### config.mk
export PLATFORM = sky130hd
export DESIGN_NAME = audio_peak_hex_source_flat
export DESIGN_NICKNAME = d
export VERILOG_FILES = /design/src/rtl/audio_peak_hex_source_if.sv /design/src/rtl/audio_peak_hex_source.sv /design/src/flat_wrapper.sv
export SDC_FILE = /design/constraint.sdc
export NUM_CORES = 1
export LEC_CHECK = 0
export BUFFER_PORTS_ARGS = -buffer_cell sky130_fd_sc_hd__buf_2
export CAP_MARGIN = 20
export CORE_MARGIN = 10
export CORE_UTILIZATION = 55
export CTS_CLUSTER_DIAMETER = 200
export CTS_CLUSTER_SIZE = 8
export DETAILED_ROUTE_END_ITERATION = 8
export PLACE_DENSITY = 0.89
export SLEW_MARGIN = 20
export SYNTH_ARGS = -nofsm -noshare
export SYNTH_HDL_FRONTEND = slang
export SYNTH_SLANG_ARGS = --single-unit
export TNS_END_PERCENT = 20
### constraint.sdc
create_clock -name Clk -period 4.2 [get_ports Clk]
set_input_delay 0.84 -clock Clk [delete_from_list [all_inputs] [get_ports Clk]]
set_output_delay 0.84 -clock Clk [all_outputs]
set_load 0.005 [all_outputs]
### src/rtl/audio_peak_hex_source_if.sv
// Sample stream from the effects pipeline into the hex display source.
interface audio_peak_hex_source_if;
  logic        sample_valid;
  logic [15:0] sample;

  modport master (output sample_valid, output sample);
  modport slave  (input  sample_valid, input  sample);
endinterface

### src/rtl/audio_peak_hex_source.sv
// Peak-hold/decay tracker feeding four hex digits; display refreshes every REFRESH_CYCLES, no backpressure.
// Optional sticky clip indicator built only when AUDIO_PEAK_CLIP_EN is defined.
module audio_peak_hex_source #(
  parameter int unsigned HOLD_CYCLES    = 1024,
  parameter int unsigned DECAY_CYCLES   = 64,
  parameter logic [15:0] DECAY_STEP     = 16'd16,
  parameter int unsigned REFRESH_CYCLES = 4096,
  parameter logic [15:0] CLIP_THRESH    = 16'h7F00
) (
  input  logic                           Clk,
  input  logic                           Reset_n,
  audio_peak_hex_source_if.slave         smp,
  input  logic                           peak_mode,
  input  logic                           clear,
  output logic [3:0]                     Hex0,
  output logic [3:0]                     Hex1,
  output logic [3:0]                     Hex2,
  output logic [3:0]                     Hex3,
  output logic                           disp_update,
  output logic                           clip_led
);

  localparam int HW = $clog2(HOLD_CYCLES + 1);
  localparam int DW = $clog2(DECAY_CYCLES + 1);
  localparam int RW = $clog2(REFRESH_CYCLES + 1);
  localparam logic [HW-1:0] HOLD_LAST = HW'(HOLD_CYCLES - 1);
  localparam logic [DW-1:0] DEC_LAST  = DW'(DECAY_CYCLES - 1);
  localparam logic [RW-1:0] REF_LAST  = RW'(REFRESH_CYCLES - 1);

  typedef enum logic [1:0] {IDLE, HOLD, DECAY} state_e;

  state_e        state_q, state_d;
  logic [15:0]   peak_q, peak_d;
  logic [HW-1:0] hold_cnt_q, hold_cnt_d;
  logic [DW-1:0] dec_cnt_q, dec_cnt_d;
  logic [RW-1:0] ref_cnt_q, ref_cnt_d;
  logic [15:0]   live_q, live_d;
  logic [15:0]   disp_q, disp_d;
  logic          upd_q, upd_d;

  logic [15:0] abs_val;
  logic [15:0] decayed;
  logic [15:0] disp_src;
  logic        new_peak;
  logic        hold_done;
  logic        decay_tick;
  logic        ref_tc;

  // -32768 has no positive counterpart, so it pins to full scale
  always_comb begin
    abs_val = smp.sample;
    if (smp.sample == 16'h8000) abs_val = 16'h7FFF;
    else if (smp.sample[15])    abs_val = -smp.sample;
  end

  assign new_peak = smp.sample_valid && (abs_val > peak_q);
  assign decayed  = (peak_q > DECAY_STEP) ? (peak_q - DECAY_STEP) : 16'h0000;
  assign ref_tc   = (ref_cnt_q == REF_LAST);
  assign disp_src = peak_mode ? peak_q : live_q;

  always_ff @(posedge Clk) begin
    if (!Reset_n) begin
      state_q    <= IDLE;
      peak_q     <= '0;
      hold_cnt_q <= '0;
      dec_cnt_q  <= '0;
      ref_cnt_q  <= '0;
      live_q     <= '0;
      disp_q     <= '0;
      upd_q      <= 1'b0;
    end else begin
      state_q    <= state_d;
      peak_q     <= peak_d;
      hold_cnt_q <= hold_cnt_d;
      dec_cnt_q  <= dec_cnt_d;
      ref_cnt_q  <= ref_cnt_d;
      live_q     <= live_d;
      disp_q     <= disp_d;
      upd_q      <= upd_d;
    end
  end

  // A louder sample always wins over hold expiry or a decay tick
  always_comb begin
    state_d    = state_q;
    peak_d     = peak_q;
    hold_cnt_d = hold_cnt_q;
    dec_cnt_d  = dec_cnt_q;
    if (clear) begin
      state_d    = IDLE;
      peak_d     = '0;
      hold_cnt_d = '0;
      dec_cnt_d  = '0;
    end else if (new_peak) begin
      state_d    = HOLD;
      peak_d     = abs_val;
      hold_cnt_d = '0;
      dec_cnt_d  = '0;
    end else begin
      case (state_q)
        HOLD: begin
          if (hold_done) begin
            state_d   = DECAY;
            dec_cnt_d = '0;
          end else begin
            hold_cnt_d = hold_cnt_q + 1'b1;
          end
        end
        DECAY: begin
          if (decay_tick) begin
            peak_d    = decayed;
            dec_cnt_d = '0;
            if (decayed == 16'h0000) state_d = IDLE;
          end else begin
            dec_cnt_d = dec_cnt_q + 1'b1;
          end
        end
        default: ;
      endcase
    end
  end

  always_comb begin
    hold_done  = (state_q == HOLD)  && (hold_cnt_q == HOLD_LAST);
    decay_tick = (state_q == DECAY) && (dec_cnt_q == DEC_LAST);
  end

  always_comb begin
    live_d    = live_q;
    disp_d    = disp_q;
    upd_d     = 1'b0;
    ref_cnt_d = ref_tc ? '0 : ref_cnt_q + 1'b1;
    if (clear) begin
      disp_d    = '0;
      ref_cnt_d = '0;
    end else begin
      if (smp.sample_valid) live_d = smp.sample;
      if (ref_tc) begin
        disp_d = disp_src;
        upd_d  = (disp_src != disp_q);
      end
    end
  end

  assign Hex0        = disp_q[3:0];
  assign Hex1        = disp_q[7:4];
  assign Hex2        = disp_q[11:8];
  assign Hex3        = disp_q[15:12];
  assign disp_update = upd_q;

`ifdef AUDIO_PEAK_CLIP_EN
  logic clip_q, clip_d;

  always_comb begin
    clip_d = clip_q;
    if (clear)                                            clip_d = 1'b0;
    else if (smp.sample_valid && (abs_val >= CLIP_THRESH)) clip_d = 1'b1;
  end

  always_ff @(posedge Clk) begin
    if (!Reset_n) clip_q <= 1'b0;
    else          clip_q <= clip_d;
  end

  assign clip_led = clip_q;
`else
  // Threshold only matters when the clip logic is built; output is constant 0
  assign clip_led = 1'b0 & (^CLIP_THRESH);
`endif

endmodule

### src/flat_wrapper.sv
// flat-port wrapper written by rule: the top's interface ports become plain ports
module audio_peak_hex_source_flat 
#(
  parameter int unsigned HOLD_CYCLES    = 1024,
  parameter int unsigned DECAY_CYCLES   = 64,
  parameter logic [15:0] DECAY_STEP     = 16'd16,
  parameter int unsigned REFRESH_CYCLES = 4096,
  parameter logic [15:0] CLIP_THRESH    = 16'h7F00
)
  (Clk, Reset_n, peak_mode, clear, Hex0, Hex1, Hex2, Hex3, disp_update, clip_led, smp_sample_valid, smp_sample);
  audio_peak_hex_source_if smp_i ();
  input  logic Clk;
  input  logic Reset_n;
  input  logic peak_mode;
  input  logic clear;
  output logic [3:0] Hex0;
  output logic [3:0] Hex1;
  output logic [3:0] Hex2;
  output logic [3:0] Hex3;
  output logic disp_update;
  output logic clip_led;
  input wire logic [$bits(smp_i.sample_valid)-1:0] smp_sample_valid;
  input wire logic [$bits(smp_i.sample)-1:0] smp_sample;
  assign smp_i.sample_valid = smp_sample_valid;
  assign smp_i.sample = smp_sample;
  audio_peak_hex_source #(.HOLD_CYCLES(HOLD_CYCLES), .DECAY_CYCLES(DECAY_CYCLES), .DECAY_STEP(DECAY_STEP), .REFRESH_CYCLES(REFRESH_CYCLES), .CLIP_THRESH(CLIP_THRESH)) u_core (.Clk(Clk), .Reset_n(Reset_n), .smp(smp_i), .peak_mode(peak_mode), .clear(clear), .Hex0(Hex0), .Hex1(Hex1), .Hex2(Hex2), .Hex3(Hex3), .disp_update(disp_update), .clip_led(clip_led));
endmodule
# Word level (Yosys, flattened, before mapping)
# Cells that the tools add are included.
[word_totals] reg_bits=82 inputBits=21 out_inout_bits=18 word_cells=66
[op_classes] add_sub_neg=5 magnitude_cmp=2 eq_ne=13 n_mux=15 bitwise_logic=4 n_reduce_logical=18
[ops] cell="$mux 16" n=7
[ops] cell="$eq 16x16->1 const B" n=1
[ops] cell="$gt 16x16->1" n=1
[ops] cell="$gt 16x5->1 const B" n=1
[ops] cell="$logic_not 16->1" n=1
[ops] cell="$ne 16x16->1" n=1
[ops] cell="$neg 16->16" n=1
[ops] cell="$sub 16x5->16 const B" n=1
[ops] cell="$mux 7" n=2
[ops] cell="$pmux 7 s2" n=1
[ops] cell="$add 13x1->13 const B" n=1
[ops] cell="$eq 13x12->1 const B" n=1
[ops] cell="$add 11x1->11 const B" n=1
[ops] cell="$eq 11x10->1 const B" n=1
[ops] cell="$ne 3x1->1 const B" n=3
[ops] cell="$reduce_or 3->1" n=3
[ops] cell="$reduce_and 2->1" n=4
[ops] cell="$reduce_and 4->1" n=2
[ops] cell="$add 7x1->7 const B" n=1
[ops] cell="$eq 7x6->1 const B" n=1
[ops] cell="$mux 2" n=3
[ops] cell="$ne 2x1->1 const B" n=3
[ops] cell="$reduce_bool 2->1" n=3
[ops] cell="$not 1->1" n=4
[ops] cell="7 further kinds" n=9

# Longest topological paths before layout
# Gate-level depths: netlist (run 1).
[depth] ltp_word=7 mapped_depth=18 ltp_nobuf=15

# Worst setup path after synthesis (run 1)
# OpenSTA, ideal clock, no wires.
[synth_timing] kind="input -> register" from="input smp_sample[3]" to="register u_core.dec_cnt_q[0]" setup_ps=117 arrival_time_ps=3839 required_time_ps=4083 setup_slack_ps=244 cell_stages=16 path_buffers=3 path_cell_list="nor4_1 and3_1 clkbuf_1 o41ai_1 a21oi_1 a31o_2 inv_1 ha_1 nand2_1 or4_1 o21bai_1 a41oi_2 nand2b_1 buf_2 buf_2 nor2_1"
[synth_between] elab_chain_len=6
[synth_lines] item="start: declaration" line="flat_wrapper.sv:23" source="input wire logic [$bits(smp_i.sample)-1:0] smp_sample;"
[synth_lines] item="$neg 16->16" line="audio_peak_hex_source.sv:53" source="else if (smp.sample[15]) abs_val = -smp.sample;"
[synth_lines] item="$mux 16" line="audio_peak_hex_source.sv:53"
[synth_lines] item="$mux 16 (*)" line="audio_peak_hex_source.sv:52" source="if (smp.sample == 16'h8000) abs_val = 16'h7FFF;"
[synth_lines] item="$gt 16x16->1 (*)" line="audio_peak_hex_source.sv:56" source="assign new_peak = smp.sample_valid && (abs_val > peak_q);"
[synth_lines] item="$logic_and 1x1->1 (*)" line="audio_peak_hex_source.sv:56"
[synth_lines] item="$reduce_or 3->1 (no line) (*)"
[synth_lines] item="end signal: assignment" line="audio_peak_hex_source.sv:75" source="dec_cnt_q <= dec_cnt_d;"
[synth_lines] item="end: declaration" line="audio_peak_hex_source.sv:35" source="logic [DW-1:0] dec_cnt_q, dec_cnt_d;"
# Every way passes the cells marked *; elsewhere a longest branch is shown, timed or not.
# A chain may end at the register's enable or synchronous reset.

# Final worst setup path (run 1)
[layout_timing] from="input smp_sample[3]" to="register u_core.peak_q[7]"
[layout_between] elab_chain_len=7
[layout_lines] item="$neg 16->16" line="audio_peak_hex_source.sv:53"
[layout_lines] item="$mux 16" line="audio_peak_hex_source.sv:53"
[layout_lines] item="$mux 16 (*)" line="audio_peak_hex_source.sv:52"
[layout_lines] item="$gt 16x16->1" line="audio_peak_hex_source.sv:56"
[layout_lines] item="$logic_and 1x1->1" line="audio_peak_hex_source.sv:56"
[layout_lines] item="$reduce_bool 2->1 (no line)"
[layout_lines] item="$reduce_and 2->1 (no line)"
[layout_lines] item="end signal: assignment" line="audio_peak_hex_source.sv:73" source="peak_q <= peak_d;"
[layout_lines] item="end: declaration" line="audio_peak_hex_source.sv:33" source="logic [15:0] peak_q, peak_d;"
# Marked as above.

==> metrics.md, run 1 <==
| Metric | Value |
|---|---|
| Status | finished clean |
| NetSw | 508 uW |
| Post-CTS Setup Inserts | 0 |
| P_int | 1210 uW |
| TritonRoute pass-1 iters | 5 |
| Cells on worst reg2reg path | 9 |
| Hold Vio Cnt, Final | 0 |
| RSZ-0062 raised after global routing | false |
| Critical path arrival | 4.22 ns |
| Die X | 115 um |
| CTS Buf Count | 9 |
| Port bufs | 37 |
| Die area | 13200 sq um |
| Clock power frac | 34.0% |
| Clock Sinks | 82 |
| M1 GR Usage | 22.8% |
| Starting DRT DRC Count | 409 |
| Crit-path max cell delay | 0.58 ns |
| Switch share | 29.6% |
| Largest net degree at the start of global routing | 35 |
| Initial core utilization | 56.7% |
| Max Clk Rate | 252 MHz |
| Area contributors post-synth | dfxtp_1 (33%), ha_1 (6.1%), nand2_1 (5.0%), mux2i_1 (4.7%), nor2_1 (4.6%) |
| Filler instances | 720 |
| Synth warn | 0 |
| Busiest layer in global routing | met2 |
| Skew final | 0.0162 ns |
| Syn nets | 653 |
| Core Area | 8720 sq um |
| Clock Pin Slew Worst Setup and Hold Paths | 0.09 ns |
| Layout cells sized above 1 | 13.1% |
| Hold Path Depth | 2 |
| Kind of critical path | input port to register |
| Power Density | 316 nW/um^2 |
| Leak pwr | 0.00206 uW |
| Met3 Track Usage GR | 4.17% |
| WL final | 13000 um |
| Sequential fraction of the synthesis area | 33.2% |
| Final nets | 682 |
| GRT Overall Usage | 19.8% |
| Crit end category | register |
| Synth unique cells | 59 |
| Synthesized area | 4940 sq um |
| Maximum Capacitance Violations | 0 |
| First-pass GRT wire length | 21900 um |
| GR Layer Usage met2 | 34.2% |
| Detailed Place HPWL | 9770 um |
| Clock latency on the worst-skew pair | 0.36 ns |
| Element type at the critical path start | input port |
| Clock Tree Buf Depth | 2 |
| PostCTS Resize Cnt | 0 |
| I/O pin cnt | 39 |
| CTS tree | built |
| Cell Rows | 34 |
| Vias/cell | 6.19 |
| Combinational Power Share | 18.3% |
| Worst hold endpoint | u_core.hold_cnt_q[10] |
| Max_slew headroom | 28.4% |
| Crit path max-delay family | compound AO/OA/AOI/OAI gates |
| Fin crit share | 94.4% |
| Residual DRC | 0 |
| Post-synth EDFFs | 0 |
| Root Driver | clkbuf_8 |
| FF+latch area | 1640 sq um |
| Flops & latches, synth | 82 |
| Reg-to-Reg Start | u_core.peak_q[8] |
| Final Setup Violations | 0 |
| Hold_buf cts | 0 |
| CP Cell Sequence | buf_2, or4_1, o41ai_1, mux2i_1, ha_1, nand3_1, or4_1, o21bai_1, a41oi_2, buf_4, a221oi_1, a311oi_1 |
| Bufs and invs on worst path | 2 |
| DIE HEIGHT | 115 um |
| GRT Residual Overflow | 0 |
| Drt wl/cell | 17.4 um |
| Cell taking the most area after synthesis | dfxtp_1 |
| Via Count | 4640 |
| Synthesis-to-layout area growth | 9.95% |
| Sequential Power Share | 47.7% |
| Multi-input logic area | 3020 sq um |
| Most used flip-flop cell after synthesis | dfxtp_1 |
| Crit Reg-Reg Endpoint | u_core.peak_q[7] |
| Fin area | 5430 sq um |
| Share of the synthesized area in the top cell type | 33.2% |
| CP dominant cell by count | or4_1 |
| Worst Path Required | 4.46 ns |
| Mean area per synthesized cell | 8.13 sq um |
| CP Depth | 12 |
| Total Neg Setup Slack | 0 ns |
| Worst-Margin Slew | 1.07 ns |
| HP Class | register to register |
| Max-slew violations | 0 |
| Vias in the first global route | 4623 |
| H-tree depth reported by CTS | 3 |
| Syn Inst Count | 608 |
| GP Congestion | 0.988 |
| Initial antenna violation count | 0 |
| FFs w/ async S/R, synth | 0% |
| Peak VDD IR | 0.224 mV |
| Post-route minimum period | 3.96 ns |
| Crit Path Max Fanout | 12 |
| R2R setup slack | 1.30 ns |
| Placed cell area | 5240 sq um |
| Hold Path Origin | u_core.hold_cnt_q[10] |
| PnR Total Power | 1720 uW |
| Number of diodes | 0 |
| Detail Route Antenna Nets | 0 |
| Slowest-stage cell, CP | or4_1 |
-- worst reg2reg max path, cell delays in order (launching register included) --
cell      delay (ns)
dfxtp_1         0.66
inv_1           0.10
ha_1            0.30
nand3_1         0.08
or4_1           0.54
o21bai_1        0.20
a41oi_2         0.34
buf_4           0.26
a221oi_1        0.07
a311oi_1        0.26
-- logic make-up (layout without fill, tap and decap cells) --
logic type                 count (synthesis)  count (layout)  synth area share (%)
other                                      1               1                0.0759
adders and majority gates                 24              24                  6.08
buffers and inverters                     65              99                  5.77
muxes                                     23              23                  4.66
AOI/OAI and AO/OA                        127             127                  18.2
xor gates and xnor gates                  43              43                  7.62
DFF                                       82              82                  33.2
and+or+nand+nor                          243             243                  24.4
-- metrics by stage --
step | util (%) | setup WS (ns) | hold slack [ns] | std cells
3_3_place_gp | 60.1 | 0.0636 | 0.410 | 734
2_1_floorplan | - | 0.244 | 0.403 | 608
3_5_place_dp | 60.1 | -0.0307 | 0.430 | 734
4_1_cts | 62.3 | 0.258 | 0.443 | 750
5_1_grt | 62.3 | 0.0495 | 0.456 | 750
6_report | 62.3 | 0.236 | 0.438 | 750
-- power by group through the flow --
stage / Combinational, uW / Sequential (uW) / Clock (uW)
floorplan: 233 / 821 / 0
global placement: 290 / 835 / 0
detailed placement: 304 / 835 / 0
CTS: 308 / 817 / 586
global route: 343 / 821 / 618
finish: 314 / 819 / 583
-- per-layer routing --
layer	wire length (um)	share of wire (%)
met1	5260	40
met2	6420	49
met3	896	6.9
met4	467	3.6
met5	0	0
-- Yosys cell counts (2+ instances only) --
library cell  number
dfxtp_1           82
nand2_1           66
nor2_1            61
inv_1             27
a21oi_1           26
ha_1              24
nand3_1           24
mux2i_1           23
xnor2_1           23
a211oi_1          22
clkbuf_1          22
xor2_1            20
o21ai_0           19
nor3_1            17
a21boi_0          16
nor4_1            14
nor2b_1           10
buf_2              9
nand2b_1           9
nand4_1            8
and3_1             7
a311oi_1           6
o31ai_1            6
nand3b_1           5
buf_4              4
nor3b_1            4
o41ai_1            4
or3_1              4
or4_1              4
a211oi_2           3
a221oi_1           3
o211ai_1           3
o22ai_1            3
a21o_1             2
buf_6              2
nor4b_1            2
o21a_1             2
-- sequential cells by signal, indices dropped and copies added, names as in the netlist --
signal	cells
u_core.state_q	2
u_core.dec_cnt_q	7
u_core.disp_q	16
u_core.peak_q	16
u_core.hold_cnt_q	11
u_core.disp_update	1
u_core.live_q	16
u_core.ref_cnt_q	13
-- placed cells by master, fill, tap and decap left out, drive strengths merged, types with 14 or more instances in the layout --
cell / synthesis / routed
o21ai: 20 / 20
nor4: 14 / 14
dfxtp: 82 / 82
nand3: 24 / 24
inv: 27 / 27
buf: 16 / 56
a21oi: 26 / 26
xor2: 20 / 20
mux2i: 23 / 23
ha: 24 / 24
a211oi: 25 / 25
a21boi: 16 / 16
nor2: 61 / 61
nor3: 18 / 18
xnor2: 23 / 23
nand2: 66 / 66
-- layout make-up --
cell class,instances,share of cell area (%)
Multi-Input combinational cell,461,55.6
Inverter,27,1.87
Sequential cell,82,30.2
Tap cell,108,2.49
Clock inverter,5,0.990
Timing Repair Buffer,56,6.26
Clock buffer,11,2.60
-- worst max path at each step --
stage	slack, ns	endpoint	from
after floorplan	0.24	u_core.dec_cnt_q[0]	smp_sample[3]
after global placement	0.06	u_core.peak_q[7]	smp_sample[3]
after detailed placement	-0.03	u_core.peak_q[7]	smp_sample[3]
after CTS	0.26	u_core.peak_q[7]	smp_sample[3]
after global routing	0.05	u_core.peak_q[7]	smp_sample[3]
final	0.24	u_core.peak_q[7]	smp_sample[3]
(Power assumes the default switching activity.)
==> run 2, diff against run 1 <==
--- a/config.mk
+++ b/config.mk
@@ -5,14 +5,14 @@
 export SDC_FILE = /design/constraint.sdc
 export NUM_CORES = 1
 export LEC_CHECK = 0
-export BUFFER_PORTS_ARGS = -buffer_cell sky130_fd_sc_hd__buf_2
 export CAP_MARGIN = 20
 export CORE_MARGIN = 10
 export CORE_UTILIZATION = 55
 export CTS_CLUSTER_DIAMETER = 200
 export CTS_CLUSTER_SIZE = 8
 export DETAILED_ROUTE_END_ITERATION = 8
-export PLACE_DENSITY = 0.89
+export DONT_BUFFER_PORTS = 1
+export PLACE_DENSITY = 0.85
 export SLEW_MARGIN = 20
 export SYNTH_ARGS = -nofsm -noshare
 export SYNTH_HDL_FRONTEND = slang
==> run 2 against run 1 <==
Against the previous run:
- clock power is 8.9% higher
- sequential power about the same
- utilization down 2.4 points
- hold slack lost 0.0043 ns
- register-to-register slack better by 0.07 ns
- critical path depth shrank 1
- sequential share of layout area grew 1.2 points
- cell count fell by 6.3%
- via count down 6.3%
- power increased by 0.82%
==> metrics.md, run 2 (synthesis results as in run 1) <==
| Metric | Value |
|---|---|
| Crit-path max cell delay | 0.57 ns (about the same) |
| Crit Path Max Fanout | 7 (-5) |
| Crit end category | register |
| PostCTS Resize Cnt | 0 (unchanged) |
| GRT Overall Usage | 18.7% (-1.1 points) |
| Setup crit start | smp_sample[3] |
| CP dominant cell by count | or4_1 |
| I/O pin cnt | 39 (unchanged) |
| Status | finished clean |
| Top flop regs | u_core.disp_q: 16 flops, u_core.live_q: 16 flops, u_core.peak_q: 16 flops |
| GR Layer Usage met2 | 32.0% (-2.2 points) |
| DIE HEIGHT | 115 um (unchanged) |
| Synthesis-to-layout area growth | 5.65% |
| GP Congestion | 0.933 (-5.6%) |
| Post-CTS Setup Inserts | 0 (unchanged) |
| RSZ-0062 raised after global routing | false |
| Initial antenna violation count | 0 (unchanged) |
| CTS tree | built |
| PnR Total Power | 1730 uW (+0.82%) |
| Busiest layer in global routing | met2 |
| Cell Rows | 34 (unchanged) |
| Max Clk Rate | 267 MHz (+5.8%) |
| Worst-Margin Slew | 0.800 ns (-0.272 ns) |
| Largest net degree at the start of global routing | 35 (unchanged) |
| Most frequent cells in the layout | dfxtp_1 (82), nand2_1 (66), nor2_1 (61) |
| Die area | 13200 sq um (unchanged) |
| Die X | 115 um (unchanged) |
| Core Area | 8720 sq um (unchanged) |
| Crit Reg-Reg Endpoint | u_core.peak_q[7] |
| Layout cells sized above 1 | 6.55% (-6.5 points) |
| Leak pwr | 0.00185 uW (-10%) |
| Residual DRC | 0 (unchanged) |
| Hold_buf cts | 0 (unchanged) |
| Fin crit share | 89.2% (-5.2 points) |
| TritonRoute pass-1 iters | 5 (unchanged) |
| Peak VDD IR | 0.204 mV (-8.9%) |
| Clock latency on the worst-skew pair | 0.35 ns (about the same) |
| Reg-to-Reg Start | u_core.peak_q[8] |
| Maximum Capacitance Violations | 0 (unchanged) |
| Drt wl/cell | 17.6 um (+1.5%) |
| Element type at the critical path start | input port |
| Hold Vio Cnt, Final | 0 (unchanged) |
| Port bufs | 0 (-100%) |
| Kind of critical path | input port to register |
| First-pass GRT wire length | 20400 um (-6.9%) |
| Most common cell after layout, fill and taps aside | dfxtp_1 |
| Via Count | 4347 (-6.3%) |
| Critical path arrival | 4.00 ns (-0.22 ns) |
| CP Cell Sequence | or4_1, o41ai_1, mux2i_1, ha_1, nand3_1, or4_1, o21bai_1, a41oi_2, buf_4, a221oi_1, a311oi_1 |
| GRT Residual Overflow | 0 (unchanged) |
| Max_slew headroom | 45.2% (+17 points) |
| Detail Route Antenna Nets | 0 (unchanged) |
| Skew final | 0.00967 ns (-0.00651 ns) |
| Vias/cell | 6.18 (about the same) |
| Max-slew violations | 0 (unchanged) |
| Vias in the first global route | 4221 (-8.7%) |
| Detailed Place HPWL | 9380 um (-4.0%) |
| HP Class | register to register |
| Total Neg Setup Slack | 0 ns (unchanged) |
| Initial core utilization | 56.7% (unchanged) |
| Cells on worst reg2reg path | 9 (unchanged) |
| Root Driver | clkbuf_8 |
| H-tree depth reported by CTS | 3 (unchanged) |
| Clock Pin Slew Worst Setup and Hold Paths | 0.08 ns (about the same) |
| Power Density | 331 nW/um^2 (+4.9%) |
| Slowest-stage cell, CP | or4_1 |
| Critical path destination | u_core.peak_q[7] |
| Clock Sinks | 82 (unchanged) |
| Final nets | 635 (-6.9%) |
| Starting DRT DRC Count | 341 (-17%) |
| Worst Path Required | 4.45 ns (about the same) |
| M1 GR Usage | 22.3% (-0.49 points) |
| Post-route minimum period | 3.75 ns (-0.218 ns) |
| Number of diodes | 0 (unchanged) |
| Clock Tree Buf Depth | 2 (unchanged) |
| CTS Buf Count | 9 (unchanged) |
| R2R setup slack | 1.37 ns (+0.07 ns) |
| WL final | 12400 um (-4.9%) |
| Met3 Track Usage GR | 5.00% (+0.83 points) |
| Final Setup Violations | 0 (unchanged) |
run 2: cell count changes in the layout (fill, tap and decap cells not counted), sizes merged:
cell / change
buf: -47
bufinv: +1
clkbuf: -1
clkinv: -1
clkinvlp: +1
run 2: worst min-delay path by stage:
stage                            end  slack [ns]             startpoint  depth (start not counted)
3_3_place_gp   u_core.hold_cnt_q[10]        0.41  u_core.hold_cnt_q[10]                          2
3_5_place_dp   u_core.hold_cnt_q[10]        0.43  u_core.hold_cnt_q[10]                          2
2_1_floorplan  u_core.hold_cnt_q[10]        0.40  u_core.hold_cnt_q[10]                          2
4_1_cts        u_core.hold_cnt_q[10]        0.44  u_core.hold_cnt_q[10]                          2
6_report       u_core.hold_cnt_q[10]        0.43  u_core.hold_cnt_q[10]                          2
5_1_grt        u_core.hold_cnt_q[10]        0.48  u_core.hold_cnt_q[10]                          2
run 2: critical path: cells and delay by family:
kind / cells / cell delay (ns)
compound gates: 5 / 1.27
simple gates: 3 / 1.19
fa+ha+maj: 1 / 0.32
buf+inv: 1 / 0.21
mux: 1 / 0.17
run 2: cell type report:
cell class	count	area, sq um
clock inverters	6	90.1
well taps	108	135
flip-flops and latches	82	1640
multi-input cells	461	3020
fillers	752	3500
inverters	27	101
repair buffers	9	92.6
clock buffers	10	138
run 2: metrics by stage:
stage | util, % | cells | hold WS, ns | instance area (sq um) | setup WS, ns
5_1_grt | 59.9 | 703 | 0.479 | 5220 | 0.206
3_3_place_gp | 57.2 | 687 | 0.413 | 4990 | 0.230
6_report | 59.9 | 703 | 0.434 | 5220 | 0.454
3_5_place_dp | 57.2 | 687 | 0.428 | 4990 | 0.0903
2_1_floorplan | - | 608 | 0.403 | 4940 | 0.244
4_1_cts | 59.8 | 703 | 0.442 | 5220 | 0.455
run 2: metal layers:
metal / share of wire [%] / wire (um)
met4: 2.3 / 282
met1: 43 / 5290
met2: 49 / 6090
met5: 0 / 0
met3: 6.0 / 738
run 2: where the power goes:
part           switching, uW  internal, uW  total, uW
combinational            161           115        276
clock                    283           352        635
sequential              25.2           794        819
total                    470          1260       1730
==> run 3, diff against run 2 <==
--- a/config.mk
+++ b/config.mk
@@ -6,7 +6,7 @@
 export NUM_CORES = 1
 export LEC_CHECK = 0
 export CAP_MARGIN = 20
-export CORE_MARGIN = 10
+export CORE_MARGIN = 3
 export CORE_UTILIZATION = 55
 export CTS_CLUSTER_DIAMETER = 200
 export CTS_CLUSTER_SIZE = 8
==> run 3 against run 2 <==
Against the previous run:
- via count increased by 0.71%
- power decreased by 5.3%
- global-route usage increased by 5.3 points
- cell count decreased by 0.28%
- fmax decreased by 1.1%
- worst setup slack got worse by 0.043 ns
- critical path depth unchanged
- critical path type unchanged
- hold slack got worse by 0.0024 ns
- clock skew increased by 0.0050 ns
- cell area decreased by 1.0%
- non-clock buffer count increased by 1
- sequential power about the same
- largest power group unchanged
==> metrics.md, run 3 (synthesis results as in run 1) <==
| Metric | Value |
|---|---|
| Status | finished clean |
| Synthesis-to-layout area growth | 4.56% |
| Via Count | 4378 (+0.71%) |
| TritonRoute pass-1 iters | 5 (unchanged) |
| Post-CTS Setup Inserts | 0 (unchanged) |
| PostCTS Resize Cnt | 0 (unchanged) |
| FF+latch area | 1640 sq um (unchanged) |
| Clock Tree Buf Depth | 2 (unchanged) |
| Cell Rows | 33 (-2.9%) |
| GRT Residual Overflow | 0 (unchanged) |
| Initial antenna violation count | 0 (unchanged) |
| CP dominant cell by count | or4_1 |
| Most common cell after layout, fill and taps aside | dfxtp_1 |
| Placed cell area | 4980 sq um (-0.18%) |
| Peak VDD IR | 0.244 mV (+20%) |
| Slowest-stage cell, CP | or4_1 |
| Die area | 10200 sq um (-23%) |
| Final Setup Violations | 0 (unchanged) |
| Root Driver | clkbuf_8 |
| Leak pwr | 0.00183 uW (-1.0%) |
| CTS Buf Count | 9 (unchanged) |
| Number of diodes | 0 (unchanged) |
| Max-slew violations | 0 (unchanged) |
| Total Neg Setup Slack | 0 ns (unchanged) |
| Cells on worst reg2reg path | 9 (unchanged) |
| Die X | 101 um (-12%) |
| Residual DRC | 0 (unchanged) |
| Layout cells sized above 1 | 6.71% (+0.16 points) |
| Fin area | 5170 sq um (-1.0%) |
| Maximum Capacitance Violations | 0 (unchanged) |
| Vias/cell | 6.25 (+1.0%) |
| Fin crit share | 90.2% (+1.0 points) |
| Hold_buf cts | 0 (unchanged) |
| DIE HEIGHT | 101 um (-12%) |
| Post-route minimum period | 3.79 ns (+0.0433 ns) |
| Skew final | 0.0147 ns (+0.00505 ns) |
| WHS | 0.432 ns (-0.00236 ns) |
| GRT Overall Usage | 24.1% (+5.3 points) |
| PnR Total Power | 1640 uW (-5.3%) |
| Max_slew headroom | 49.2% (+4.0 points) |
| Kind of critical path | input port to register |
| First-pass GRT wire length | 19700 um (-3.4%) |
| Power Density | 317 nW/um^2 (-4.3%) |
| CP Cell Sequence | or4_1, o41ai_1, mux2i_1, ha_1, nand3_1, or4_1, o21bai_1, a41oi_2, buf_4, nor2b_1, nor3_1 |
| Element type at the critical path start | input port |
| GP Congestion | 1.04 (+12%) |
| Critical path arrival | 4.02 ns (+0.02 ns) |
| Multi-input logic area | 3020 sq um (unchanged) |
| Non-filler cells, final | 701 (-0.28%) |
| Top flop regs | u_core.disp_q: 16 flops, u_core.live_q: 16 flops, u_core.peak_q: 16 flops |
| Dpl cells | 685 (-0.29%) |
| Filler instances | 708 (-5.9%) |
| Worst Path Required | 4.43 ns (-0.02 ns) |
| Worst-Margin Slew | 0.741 ns (-0.0586 ns) |
| Clock latency on the worst-skew pair | 0.36 ns (about the same) |
| Clock Sinks | 82 (unchanged) |
| Initial core utilization | 58.4% (+1.7 points) |
| Clock Pin Slew Worst Setup and Hold Paths | 0.09 ns (about the same) |
| Hold Vio Cnt, Final | 0 (unchanged) |
| Port bufs | 0 (unchanged) |
| Starting DRT DRC Count | 347 (+1.8%) |
| Detailed Place HPWL | 8910 um (-5.1%) |
| Crit-path max cell delay | 0.56 ns (about the same) |
| CTS tree | built |
| Crit end category | register |
| H-tree depth reported by CTS | 3 (unchanged) |
| Crit Path Max Fanout | 13 (+6) |
| Max Clk Rate | 264 MHz (-1.1%) |
| WL final | 11800 um (-4.7%) |
| Final nets | 636 (+0.16%) |
| Largest net degree at the start of global routing | 35 (unchanged) |
| Vias in the first global route | 4220 (-0.024%) |
| Hold Path Depth | 2 (unchanged) |
| Detail Route Antenna Nets | 0 (unchanged) |
| RSZ-0062 raised after global routing | false |
| HP Class | register to register |
| Core Area | 8460 sq um (-2.9%) |
| Drt wl/cell | 16.9 um (-4.4%) |
| I/O pin cnt | 39 (unchanged) |
| Most frequent cells in the layout | dfxtp_1 (82), nand2_1 (66), nor2_1 (61) |
run 3: cell types whose count changed in the layout (fill, tap and decap cells not counted), sizes merged:
cell and delta:
inv +4, clkinv -1, buf +1, clkbuf -1, bufinv -2
run 3: cell type report:
type	instances	area share [%]
Multi-Input combinational cell	461	58.5
Timing Repair Buffer	10	1.70
Clock inverter	7	1.14
Sequential cell	82	31.8
Tap cell	105	2.54
Clock buffer	9	2.40
Inverter	27	1.96
run 3: worst max-delay path, delay by kind of cell:
kind            cells  cell delay [ns]
buf+inv             1             0.27
mux                 1             0.33
simple gates        5             1.42
compound gates      3             0.97
fa+ha+maj           1             0.19
run 3: final timing paths:
path	startpoint	endpoint	slack, ns
max	smp_sample[3]	u_core.peak_q[9]	0.41
min reg2reg	u_core.hold_cnt_q[10]	u_core.hold_cnt_q[10]	0.43
max reg2reg	u_core.peak_q[8]	u_core.peak_q[9]	1.36
min	u_core.hold_cnt_q[10]	u_core.hold_cnt_q[10]	0.43
run 3: stage by stage:
step,worst slack [ns],utilization (%)
floorplan,0.244,-
global placement,0.168,58.8
detailed placement,0.0514,58.8
CTS,0.455,61.0
global route,0.201,61.0
finish,0.411,61.0
run 3: metal layers:
layer	part of all wire, %	global-route usage (%)
met5	0	0
met2	48	40.2
met3	6.3	4.57
met4	3.9	12.2
met1	41	29.4
run 3: report_power, final:
group	leakage (uW)	switching (uW)	internal, uW	total [uW]
sequential	0.000664	25.1	794	819
clock	0.0000925	319	225	545
combinational	0.00107	160	114	274
total	0.00183	505	1130	1640
